==> config.mk <==
export PLATFORM = sky130hd
export DESIGN_NAME = mac_accumulator
export DESIGN_NICKNAME = d
export VERILOG_FILES = /design/src/rtl/mlp_pkg.sv /design/src/rtl/acc_outbuf.sv /design/src/rtl/mac_accumulator.sv
export SDC_FILE = /design/constraint.sdc
export NUM_CORES = 1
export LEC_CHECK = 0
export ABC_AREA = 0
export BUFFER_PORTS_ARGS = -buffer_cell sky130_fd_sc_hd__buf_2
export CAP_MARGIN = 5
export CORE_ASPECT_RATIO = 0.75
export CORE_MARGIN = 8
export CORE_UTILIZATION = 30
export CTS_CLUSTER_DIAMETER = 50
export DETAILED_ROUTE_END_ITERATION = 12
export PLACE_DENSITY = 0.46
export SETUP_SLACK_MARGIN = 0.05
export SLEW_MARGIN = 20
export SYNTH_ARGS = -nofsm -noshare
export SYNTH_HDL_FRONTEND = slang
export SYNTH_SLANG_ARGS = --single-unit
==> constraint.sdc <==
create_clock -name clk -period 3 [get_ports clk]
set_input_delay 0.3 -clock clk [delete_from_list [all_inputs] [get_ports clk]]
set_output_delay 0.3 -clock clk [all_outputs]
set_load 0.01 [all_outputs]
==> src/rtl/mlp_pkg.sv <==
// Shared constants and types for the MLP-Mixer datapath slice.
// Holds the MAC product width, the default dot-product length and the accumulator FSM encoding.
package mlp_pkg;

    localparam int PROD_W      = 16;
    localparam int VEC_LEN_DEF = 64;

    // Narrowest accumulator that cannot wrap when summing vec_len products of prod_w bits.
    function automatic int acc_w_min(input int prod_w, input int vec_len);
        return prod_w + $clog2(vec_len);
    endfunction

    typedef enum logic {
        IDLE  = 1'b0,
        ACCUM = 1'b1
    } acc_state_t;

endpackage

==> src/rtl/acc_outbuf.sv <==
// One-entry valid/ready holding register for completed dot products.
// A load into an occupied, non-draining entry is rejected and flagged on drop.
module acc_outbuf #(
    parameter int W = 24
) (
    input  logic         clk,
    input  logic         rst_n,
    input  logic         load,
    input  logic [W-1:0] data,
    input  logic         ready,
    output logic [W-1:0] q,
    output logic         valid,
    output logic         drop
);

    logic accept;

    assign accept = load && (!valid || ready);
    assign drop   = load && valid && !ready;

    always_ff @(posedge clk or negedge rst_n) begin
        if (!rst_n) begin
            q     <= '0;
            valid <= 1'b0;
        end else if (accept) begin
            q     <= data;
            valid <= 1'b1;
        end else if (ready) begin
            valid <= 1'b0;
        end
    end

endmodule

==> src/rtl/mac_accumulator.sv <==
// Dot-product reduction stage behind the 8x8 MAC: sums VEC_LEN products per result
// and hands each sum to a single-entry valid/ready buffer. Never stalls the MAC.
module mac_accumulator #(
    parameter int VEC_LEN = mlp_pkg::VEC_LEN_DEF,
    parameter int PROD_W  = mlp_pkg::PROD_W,
    parameter int ACC_W   = 24,
    localparam int CNT_W  = $clog2(VEC_LEN)
) (
    input  logic              clk,
    input  logic              rst_n,
    input  logic              clear,
    input  logic              prod_valid,
    input  logic [PROD_W-1:0] prod,
    output logic [ACC_W-1:0]  acc_out,
    output logic              acc_valid,
    input  logic              acc_ready,
    output logic [CNT_W-1:0]  term_idx,
    output logic              busy,
    output logic              overrun
);

    import mlp_pkg::*;

    if (VEC_LEN < 2 || VEC_LEN > 1024 || ACC_W < acc_w_min(PROD_W, VEC_LEN)) begin : g_bad_param
        $error("mac_accumulator: illegal VEC_LEN/ACC_W combination");
    end

    acc_state_t       state, state_nxt;
    logic [CNT_W-1:0] cnt, cnt_nxt;
    logic [ACC_W-1:0] acc, acc_nxt, sum;
    logic             last_term, res_drop;

    assign sum       = acc + ACC_W'(prod);
    assign last_term = prod_valid && !clear && (state == ACCUM) && (cnt == CNT_W'(VEC_LEN - 1));

    always_comb begin
        state_nxt = state;
        cnt_nxt   = cnt;
        acc_nxt   = acc;
        if (clear) begin
            state_nxt = IDLE;
            cnt_nxt   = '0;
            acc_nxt   = '0;
        end else if (prod_valid) begin
            case (state)
                IDLE: begin
                    state_nxt = ACCUM;
                    cnt_nxt   = CNT_W'(1);
                    acc_nxt   = ACC_W'(prod);
                end
                ACCUM: begin
                    if (last_term) begin
                        state_nxt = IDLE;
                        cnt_nxt   = '0;
                        acc_nxt   = '0;
                    end else begin
                        cnt_nxt = cnt + CNT_W'(1);
                        acc_nxt = sum;
                    end
                end
                default: begin
                    state_nxt = IDLE;
                    cnt_nxt   = '0;
                    acc_nxt   = '0;
                end
            endcase
        end
    end

    always_ff @(posedge clk or negedge rst_n) begin
        if (!rst_n) begin
            state   <= IDLE;
            cnt     <= '0;
            acc     <= '0;
            overrun <= 1'b0;
        end else begin
            state <= state_nxt;
            cnt   <= cnt_nxt;
            acc   <= acc_nxt;
            if (res_drop) overrun <= 1'b1;
        end
    end

    // The final sum goes straight from the adder into the buffer: one cycle of latency.
    acc_outbuf #(.W(ACC_W)) u_outbuf (
        .clk   (clk),
        .rst_n (rst_n),
        .load  (last_term),
        .data  (sum),
        .ready (acc_ready),
        .q     (acc_out),
        .valid (acc_valid),
        .drop  (res_drop)
    );

    assign busy     = (state == ACCUM);
    assign term_idx = cnt;

endmodule

==> flow_summary.yaml, run 1 <==
global_routing:
  overflow: 0
  antenna_found_initial: 0
  grt_max_degree: 58
  track_usage: 0.132
  grt_pass1_vias: 3027
  grt_pass1_wl_um: 15700
synth:
  ys.flop_type: "dfrtp_1"
  ys_warn_count: 0
  syn_nets: 418
  yosysUniqueCellTypes: 59
  synth-edff-count: 0
  syn_inst: 379
  synth_top_area_frac: 0.416
  netlist_top_cells_count: "dfrtp_1, nand2_1, o21ai_0"
  synth_area_um2: 3430
  avgSynthCellArea_um2: 9.04
  yosys-top-cells-area: "dfrtp_1, ha_1, o21ai_0"
  yosysMostFrequentCell: "dfrtp_1"
  ys_ff_latch: 57
  yosys.area.top_type: "dfrtp_1"
  ys_seq_area_frac: 0.416
  synth_async_sr_flop_share: 1.00
cts:
  cts_htree_levels: 3
  clk_pin_slew_ns: 0.05
  holdBufCountCts: 0
  clockBufferDepth: 2
  post-cts-setup-buffers: 0
  cts.repair.resized: 0
  numCtsBuffers: 9
  clock-root-buffer: "clkbuf_16"
  insertion_delay_ns: 0.32
  clock-sinks: 57
  cts_tree: "done"
cells_and_area:
  final_layout_size_suffix_gt1_frac: 0.192
  syn2layout_area_growth_pct: 19.5
  final_cells: 572
  final_nets: 468
  final.fill_count: 1127
  final_core_util: 0.371
  antennaDiodeCount: 0
setup_path:
  cp-start-kind: "flip-flop"
  slowest_delay_ns: 0.43
  cp_max_fo: 6
  worst_setup_path_end_kind: "flip-flop"
  path_cells: "ha_1 > inv_1 > fa_1 > nor2b_1 > o31a_1 > o21ai_0 > o211ai_1 > a21oi_1 > or4_1 > a31oi_1"
  crit_start: "acc[0]$_DFFE_PN0P_"
  critical_path_arrival_ns: 2.82
  slowest_stage: "or4_1"
  crit_required_ns: 3.25
  worstReg2RegStart: "acc[0]$_DFFE_PN0P_"
  path_class: "reg -> reg"
timing:
  skew_ns: 0.00355
  worst_slack_ns: 0.424
  finalSetupTns_ns: 0
  relSlewSlack: 0.486
  finalHoldViolCount: 0
  worst_pin_slew_ns: 0.771
  report.final.slew_viol_count: 0
  rsz0062_at_grt: "false"
  setup_viol: 0
  layout_min_cycle_time_ns: 2.58
  max_freq_ghz: 0.388
  min_period_over_period: 0.859
floorplan:
  core_area_um2: 11000
  die_h_um: 109
  die_w_um: 139
  rows: 33
  dieArea_um2: 15100
  initial_core_util: 0.311
  ios: 54
power_and_ir_drop:
  p_leak_nw: 2.00
  p_per_area_nw_per_um2: 515
  ir_drop_mv: 0.236
placed_design:
  io_buffers: 53
  place_congestion: 0.797
  place_hpwl_um: 6820
  preCtsSetupSlack_ns: 0.369
  numPlacedInstances: 558
drt:
  viasPerCell: 5.16
  drc: 0
  vias: 2952
  drt_wl_total_um: 9420
  drtAntennaViolNets: 0
  dr.first_iter.drc_count: 137
  firstDrtPassIters: 4
  wl_per_cell_um: 16.5
worst_hold_path:
  hold_class: "in -> async"
run_status:
  status: "finished, final reports clean"
job:
  max_cap_violations: 0
## placed cells by master, fill, tap and decap left out, types with 3 or more instances in the layout
master / n
inv_1: 14
nand2_1: 51
nor2_1: 29
a211oi_1: 3
clkbuf_1: 3
a311oi_1: 3
clkbuf_16: 9
o21a_1: 5
nand3_1: 13
o21bai_1: 4
o21ai_0: 39
a21o_1: 6
xnor2_1: 12
dfrtp_1: 57
a22oi_1: 7
buf_4: 7
a22o_1: 4
nor2b_1: 3
a21oi_1: 17
o211ai_1: 4
ha_1: 17
or4_1: 3
buf_2: 53
nor3_1: 6
xor2_1: 7
a31oi_1: 9
nand4_1: 4
## per-layer routing
metal,global-route usage,routed length [µm]
met5,0,0
met4,0.0539,120
met3,0.0383,425
met2,0.199,3990
met1,0.174,4880
## kinds of logic (layout without fill, tap and decap cells)
family / after synthesis / in the layout / share of synthesized area
flip-flops: 57 / 57 / 0.416
adder cells (fa/ha/maj): 18 / 18 / 0.0679
buffers and inverters: 35 / 88 / 0.0413
multiplexers: 3 / 3 / 0.00950
AO/OA/AOI/OAI: 119 / 119 / 0.226
XOR/XNOR: 19 / 19 / 0.0486
AND/OR/NAND/NOR: 128 / 128 / 0.190
## path summary, 6_finish.rpt
kind,end,slack (ns),depth (start not counted)
worst max-delay path,u_outbuf.q[20]$_DFFE_PN0P_,0.42,10
min in group clk,acc[12]$_DFFE_PN0P_,0.22,3
worst min-delay path,acc[0]$_DFFE_PN0P_,0.13,2
worst max register to register,u_outbuf.q[20]$_DFFE_PN0P_,0.42,10
worst min register to register,u_outbuf.q[16]$_DFFE_PN0P_,0.47,2
max in group asynchronous,acc[13]$_DFFE_PN0P_,2.36,2
## worst max-delay path: cells and delay by family, from the launching register on
family / cells / cell delay [ns]
buf+inv: 1 / 0.05
compound gates: 5 / 0.96
simple gates: 2 / 0.59
flops: 1 / 0.34
fa+ha+maj: 2 / 0.56
## flip-flops by register name, indices dropped and copies added (netlist names)
name and flops:
u_outbuf.valid 1, term_idx 6, u_outbuf.q 24, overrun 1
acc 24, busy 1
## final cells by class
cell class,instances,area (µm²),share of cell area
timing repair buffer,60,318,0.0776
sequential,57,1430,0.348
inverter,14,52.6,0.0128
clock buffer,14,264,0.0645
multi-input combinational,287,1860,0.454
tap,140,175,0.0428
## power breakdown
| part | leakage [nW] | total, W | internal [W] | switching [W] |
|---|---|---|---|---|
| clock network | 0.129 | 0.000928 | 0.000594 | 0.000334 |
| logic | 1.09 | 0.000371 | 0.000140 | 0.000232 |
| registers | 0.781 | 0.000809 | 0.000793 | 0.0000155 |
| total | 2.00 | 0.00211 | 0.00153 | 0.000581 |
## stage by stage
| stage | instance area (µm²) | total power, W | hold slack [ns] |
|---|---|---|---|
| floorplan | 3430 | 0.00107 | 0.00441 |
| global placement | 3830 | 0.00119 | 0.453 |
| detailed placement | 3830 | 0.00119 | 0.463 |
| CTS | 4090 | 0.00214 | 0.166 |
| global route | 4090 | 0.00222 | 0.207 |
| finish | 4090 | 0.00211 | 0.128 |
Power figures use the tool's default switching activity.
==> inputs of run 2 (changes only) <==
PLACE_DENSITY = 0.45   (was 0.46)
SYNTH_HIERARCHICAL = 1   (was unset)
==> run 2 against run 1 <==
Wire length decreased by 1.7%. Global-route usage decreased by 1.1 points. Final area increased by 6.3%. Sequential cell count unchanged.
==> flow_summary.yaml, run 2 <==
placed_design:
  place_area_um2: 4030
  place_hpwl_um: 6640
  place_congestion: 0.798
  preCtsSetupSlack_ns: 0.197
  numPlacedInstances: 557
  io_buffers: 53
cells_and_area:
  mostFrequentLayoutCells: "dfrtp_1, buf_2, nor2_1"
  final_common_cell: "dfrtp_1"
  design_area_um2: 4350
  final_nets: 446
  antennaDiodeCount: 0
  final.fill_count: 1189
  final_cells: 574
  syn2layout_area_growth_pct: 21.3
  final_layout_size_suffix_gt1_frac: 0.289
floorplan:
  die_h_um: 111
  die_w_um: 142
  initial_core_util: 0.309
  dieArea_um2: 15700
  rows: 34
  core_area_um2: 11600
  ios: 54
global_routing:
  grt_pass1_wl_um: 15100
  antenna_found_initial: 0
  grt_max_degree: 58
  overflow: 0
  track_usage: 0.121
  grt_pass1_vias: 2932
power_and_ir_drop:
  p_per_area_nw_per_um2: 520
  p_total_w: 0.00226
  p_leak_nw: 2.23
  ir_drop_mv: 0.243
synth:
  yosysMostFrequentCell: "dfrtp_1"
  yosys-top-cells-area: "dfrtp_1, mux2_4, ha_1"
  netlist_top_cells_count: "dfrtp_1, nor2_1, nand2_1"
  synth_top_area_frac: 0.398
  synth-edff-count: 0
  syn_inst: 349
  ys_warn_count: 6
  synth_async_sr_flop_share: 1.00
  ys_seq_area_frac: 0.398
  ys.flop_type: "dfrtp_1"
  ys_ff_latch: 57
  avgSynthCellArea_um2: 10.3
  syn_nets: 388
  yosys.area.top_type: "dfrtp_1"
  synth_area_um2: 3590
  yosysUniqueCellTypes: 64
drt:
  drtAntennaViolNets: 0
  firstDrtPassIters: 4
  viasPerCell: 4.83
  vias: 2771
  drc: 0
  drt_wl_total_um: 9260
  wl_per_cell_um: 16.1
  dr.first_iter.drc_count: 155
timing:
  layout_min_cycle_time_ns: 2.75
  max_freq_ghz: 0.363
  worst_slack_ns: 0.248
  rsz0062_at_grt: "false"
  relSlewSlack: 0.617
  worst_pin_slew_ns: 0.568
  setup_viol: 0
  min_period_over_period: 0.917
  skew_ns: 0.00509
  finalSetupTns_ns: 0
  finalHoldViolCount: 0
  report.final.slew_viol_count: 0
run_status:
  status: "finished, final reports clean"
setup_path:
  cp_max_fo: 5
  worst_setup_path_end_kind: "flip-flop"
  crit_start: "acc[0]$_DFFE_PN0P_"
  critical_path_arrival_ns: 2.96
  worstReg2RegStart: "acc[0]$_DFFE_PN0P_"
  cp-start-kind: "flip-flop"
  crit_required_ns: 3.21
  path_class: "reg -> reg"
cts:
  clockBufferDepth: 2
  cts_tree: "done"
  clk_pin_slew_ns: 0.05
  cts.repair.resized: 0
  cts_htree_levels: 3
  clock-sinks: 57
  insertion_delay_ns: 0.33
  numCtsBuffers: 9
  clock-root-buffer: "clkbuf_16"
  post-cts-setup-buffers: 0
  holdBufCountCts: 1
worst_hold_path:
  min-delay-start: "prod[10]"
  hold_class: "in -> reg"
job:
  max_cap_violations: 0
## run 2: critical path: stages (launching register included)
cell	delay [ns]
dfrtp_1	0.34
ha_1	0.19
inv_1	0.06
fa_1	0.39
and2b_1	0.24
o2111ai_1	0.20
a21boi_2	0.28
a21oi_4	0.10
o31a_1	0.35
nor2_1	0.14
xor2_1	0.08
mux2_4	0.26
## run 2: kinds of logic after synthesis
logic type	after synthesis	synth area share
buffers and inverters	26	0.0370
DFF	57	0.398
and+or+nand+nor	103	0.142
adders and majority gates	18	0.0649
muxes	26	0.102
xor gates and xnor gates	20	0.0509
AOI/OAI and AO/OA	99	0.206
## run 2: layer usage
layer / track usage / wire length, µm
met5: 0 / 0
met2: 0.179 / 4000
met1: 0.160 / 4600
met3: 0.0404 / 543
met4: 0.0378 / 108
## run 2: layout make-up
type	count	area (µm²)	share of cell area
clock buffer	15	308	0.0707
clock inverter	1	5.00	0.00115
inverter	13	48.8	0.0112
multi-input combinational	266	2030	0.466
sequential	57	1430	0.328
tap	162	203	0.0466
timing repair buffer	60	333	0.0765
## run 2: through the flow
stage	util	hold WS, ns
6_report	0.375	0.214
5_1_grt	0.375	0.224
4_1_cts	0.375	0.203
3_5_place_dp	0.347	0.341
3_3_place_gp	0.347	0.340
2_1_floorplan	-	0.00441
## run 2: worst paths after layout
| check | end | slack [ns] | cells after the start |
|---|---|---|---|
| worst max-delay path | u_outbuf/q[20]$_DFFE_PN0P_ | 0.25 | 11 |
| worst min-delay path | acc[10]$_DFFE_PN0P_ | 0.21 | 3 |
| worst max register to register | u_outbuf/q[20]$_DFFE_PN0P_ | 0.25 | 11 |
| worst min register to register | overrun$_DFFE_PN0P_ | 0.46 | 1 |
| max in group asynchronous | term_idx[0]$_DFFE_PN0P_ | 2.22 | 3 |
| min in group asynchronous | u_outbuf/q[20]$_DFFE_PN0P_ | 0.52 | 3 |
## run 2: power breakdown
part | internal, W | switching, W
Clock | 0.000692 | 0.000345
Combinational | 0.000162 | 0.000245
Sequential | 0.000801 | 0.0000189
Total | 0.00166 | 0.000610
==> inputs of run 3 (changes only) <==
PLACE_DENSITY = unset   (was 0.45)
PLACE_DENSITY_LB_ADDON = 0.05   (was unset)
==> run 3 against run 2 <==
Clock power about the same. Register-to-register slack lost 0.02 ns. Critical path depth is the same. Final cell count grew 0.35%. Final area shrank 0.32%. Largest power group unchanged.
==> flow_summary.yaml, run 3 (same netlist as run 2, synthesis figures left out) <==
run_status:
  status: "finished, final reports clean"
cts:
  cts.repair.resized: 0
  post-cts-setup-buffers: 0
  clockBufferDepth: 2
  insertion_delay_ns: 0.33
  clock-sinks: 57
  holdBufCountCts: 1
  clock-root-buffer: "clkbuf_16"
  cts_htree_levels: 3
  numCtsBuffers: 9
  clk_pin_slew_ns: 0.06
  cts_tree: "done"
setup_path:
  crit_required_ns: 3.22
  r2r_slack_ns: 0.23
  r2r_cells: 11
  worstReg2RegStart: "acc[0]$_DFFE_PN0P_"
  cp-start-kind: "flip-flop"
  reg2reg_to: "u_outbuf/q[20]$_DFFE_PN0P_"
  worst_setup_path_end_kind: "flip-flop"
  cp_max_fo: 5
  critical_path_arrival_ns: 2.99
  path_class: "reg -> reg"
cells_and_area:
  final_nets: 448
  antennaDiodeCount: 0
  mostFrequentLayoutCells: "dfrtp_1, buf_2, nor2_1"
  syn2layout_area_growth_pct: 20.9
  final_layout_size_suffix_gt1_frac: 0.292
  final.fill_count: 1171
  final_cells: 576
  final_common_cell: "dfrtp_1"
  design_area_um2: 4340
timing:
  finalHoldViolCount: 0
  layout_min_cycle_time_ns: 2.77
  worst_pin_slew_ns: 0.547
  setup_viol: 0
  min_period_over_period: 0.923
  worst_slack_ns: 0.231
  skew_ns: 0.00404
  finalSetupTns_ns: 0
  relSlewSlack: 0.635
  hold_ws_ns: 0.212
  report.final.slew_viol_count: 0
  rsz0062_at_grt: "false"
  max_freq_ghz: 0.361
floorplan:
  ios: 54
  core_area_um2: 11600
  initial_core_util: 0.309
  die_w_um: 142
  rows: 34
  dieArea_um2: 15700
  die_h_um: 111
placed_design:
  place_area_um2: 4030
  place_hpwl_um: 6790
  place_congestion: 0.783
  numPlacedInstances: 559
  io_buffers: 53
  preCtsSetupSlack_ns: 0.194
drt:
  drtAntennaViolNets: 0
  drt_wl_total_um: 9440
  dr.first_iter.drc_count: 138
  vias: 2819
  wl_per_cell_um: 16.4
  viasPerCell: 4.89
  drc: 0
  firstDrtPassIters: 5
global_routing:
  antenna_found_initial: 0
  grt_max_degree: 25
  overflow: 0
  grt_pass1_vias: 2930
  track_usage: 0.125
  grt_pass1_wl_um: 15500
worst_hold_path:
  min-delay-start: "prod[11]"
  holdPathStages: 3
  hold_class: "in -> reg"
  hold_end: "acc[11]$_DFFE_PN0P_"
job:
  max_cap_violations: 0
power_and_ir_drop:
  ir_drop_mv: 0.244
  p_leak_nw: 2.22
  p_per_area_nw_per_um2: 520
-- run 3: changes by cell type in the layout (fill, tap and decap cells not counted), sizes merged --
cell	before	now
bufinv	0	1
clkbuf	15	10
clkinvlp	0	1
clkinv	1	4
buf	59	61
-- run 3: cell type report --
| cell class | count | area [µm²] | area share |
|---|---|---|---|
| sequential | 57 | 1430 | 0.329 |
| clock inverter | 6 | 57.6 | 0.0133 |
| timing repair buffer | 62 | 335 | 0.0773 |
| clock buffer | 10 | 239 | 0.0551 |
| inverter | 13 | 48.8 | 0.0112 |
| tap | 162 | 203 | 0.0467 |
| multi-input combinational | 266 | 2030 | 0.468 |
-- run 3: worst max path at each step --
stage	start	to	slack (ns)
3_5_place_dp	prod[0]	u_outbuf/q[20]$_DFFE_PN0P_	0.19
5_1_grt	acc[0]$_DFFE_PN0P_	u_outbuf/q[20]$_DFFE_PN0P_	0.07
2_1_floorplan	acc[0]$_DFFE_PN0P_	u_outbuf/q[20]$_DFFE_PN0P_	0.49
6_report	acc[0]$_DFFE_PN0P_	u_outbuf/q[20]$_DFFE_PN0P_	0.23
3_3_place_gp	prod[0]	u_outbuf/q[20]$_DFFE_PN0P_	0.23
4_1_cts	acc[0]$_DFFE_PN0P_	u_outbuf/q[20]$_DFFE_PN0P_	0.23
-- run 3: per-stage QoR --
step           utilization  power (W)
2_1_floorplan            -    0.00111
3_3_place_gp         0.347    0.00124
3_5_place_dp         0.347    0.00124
4_1_cts              0.374    0.00230
5_1_grt              0.374    0.00238
6_report             0.374    0.00225
-- run 3: where the power goes --
part / switching (W) / internal (W) / total (W)
sequential: 0.0000187 / 0.000800 / 0.000819
clock: 0.000372 / 0.000658 / 0.00103
combinational: 0.000243 / 0.000162 / 0.000404
-- run 3: critical path, stage by stage, from the launching register on --
cell,delay (ns)
dfrtp_1,0.34
ha_1,0.20
inv_1,0.07
fa_1,0.39
and2b_1,0.24
o2111ai_1,0.19
a21boi_2,0.29
a21oi_4,0.11
o31a_1,0.35
nor2_1,0.14
xor2_1,0.08
mux2_4,0.26
-- run 3: per-layer routing --
| metal | track usage | wire length [µm] | vias up |
|---|---|---|---|
| met5 | 0 | 0 | - |
| met4 | 0.0428 | 130 | 0 |
| met3 | 0.0349 | 385 | 12 |
| met2 | 0.182 | 4020 | 43 |
| met1 | 0.172 | 4910 | 1378 |
| li1 | - | - | 1386 |
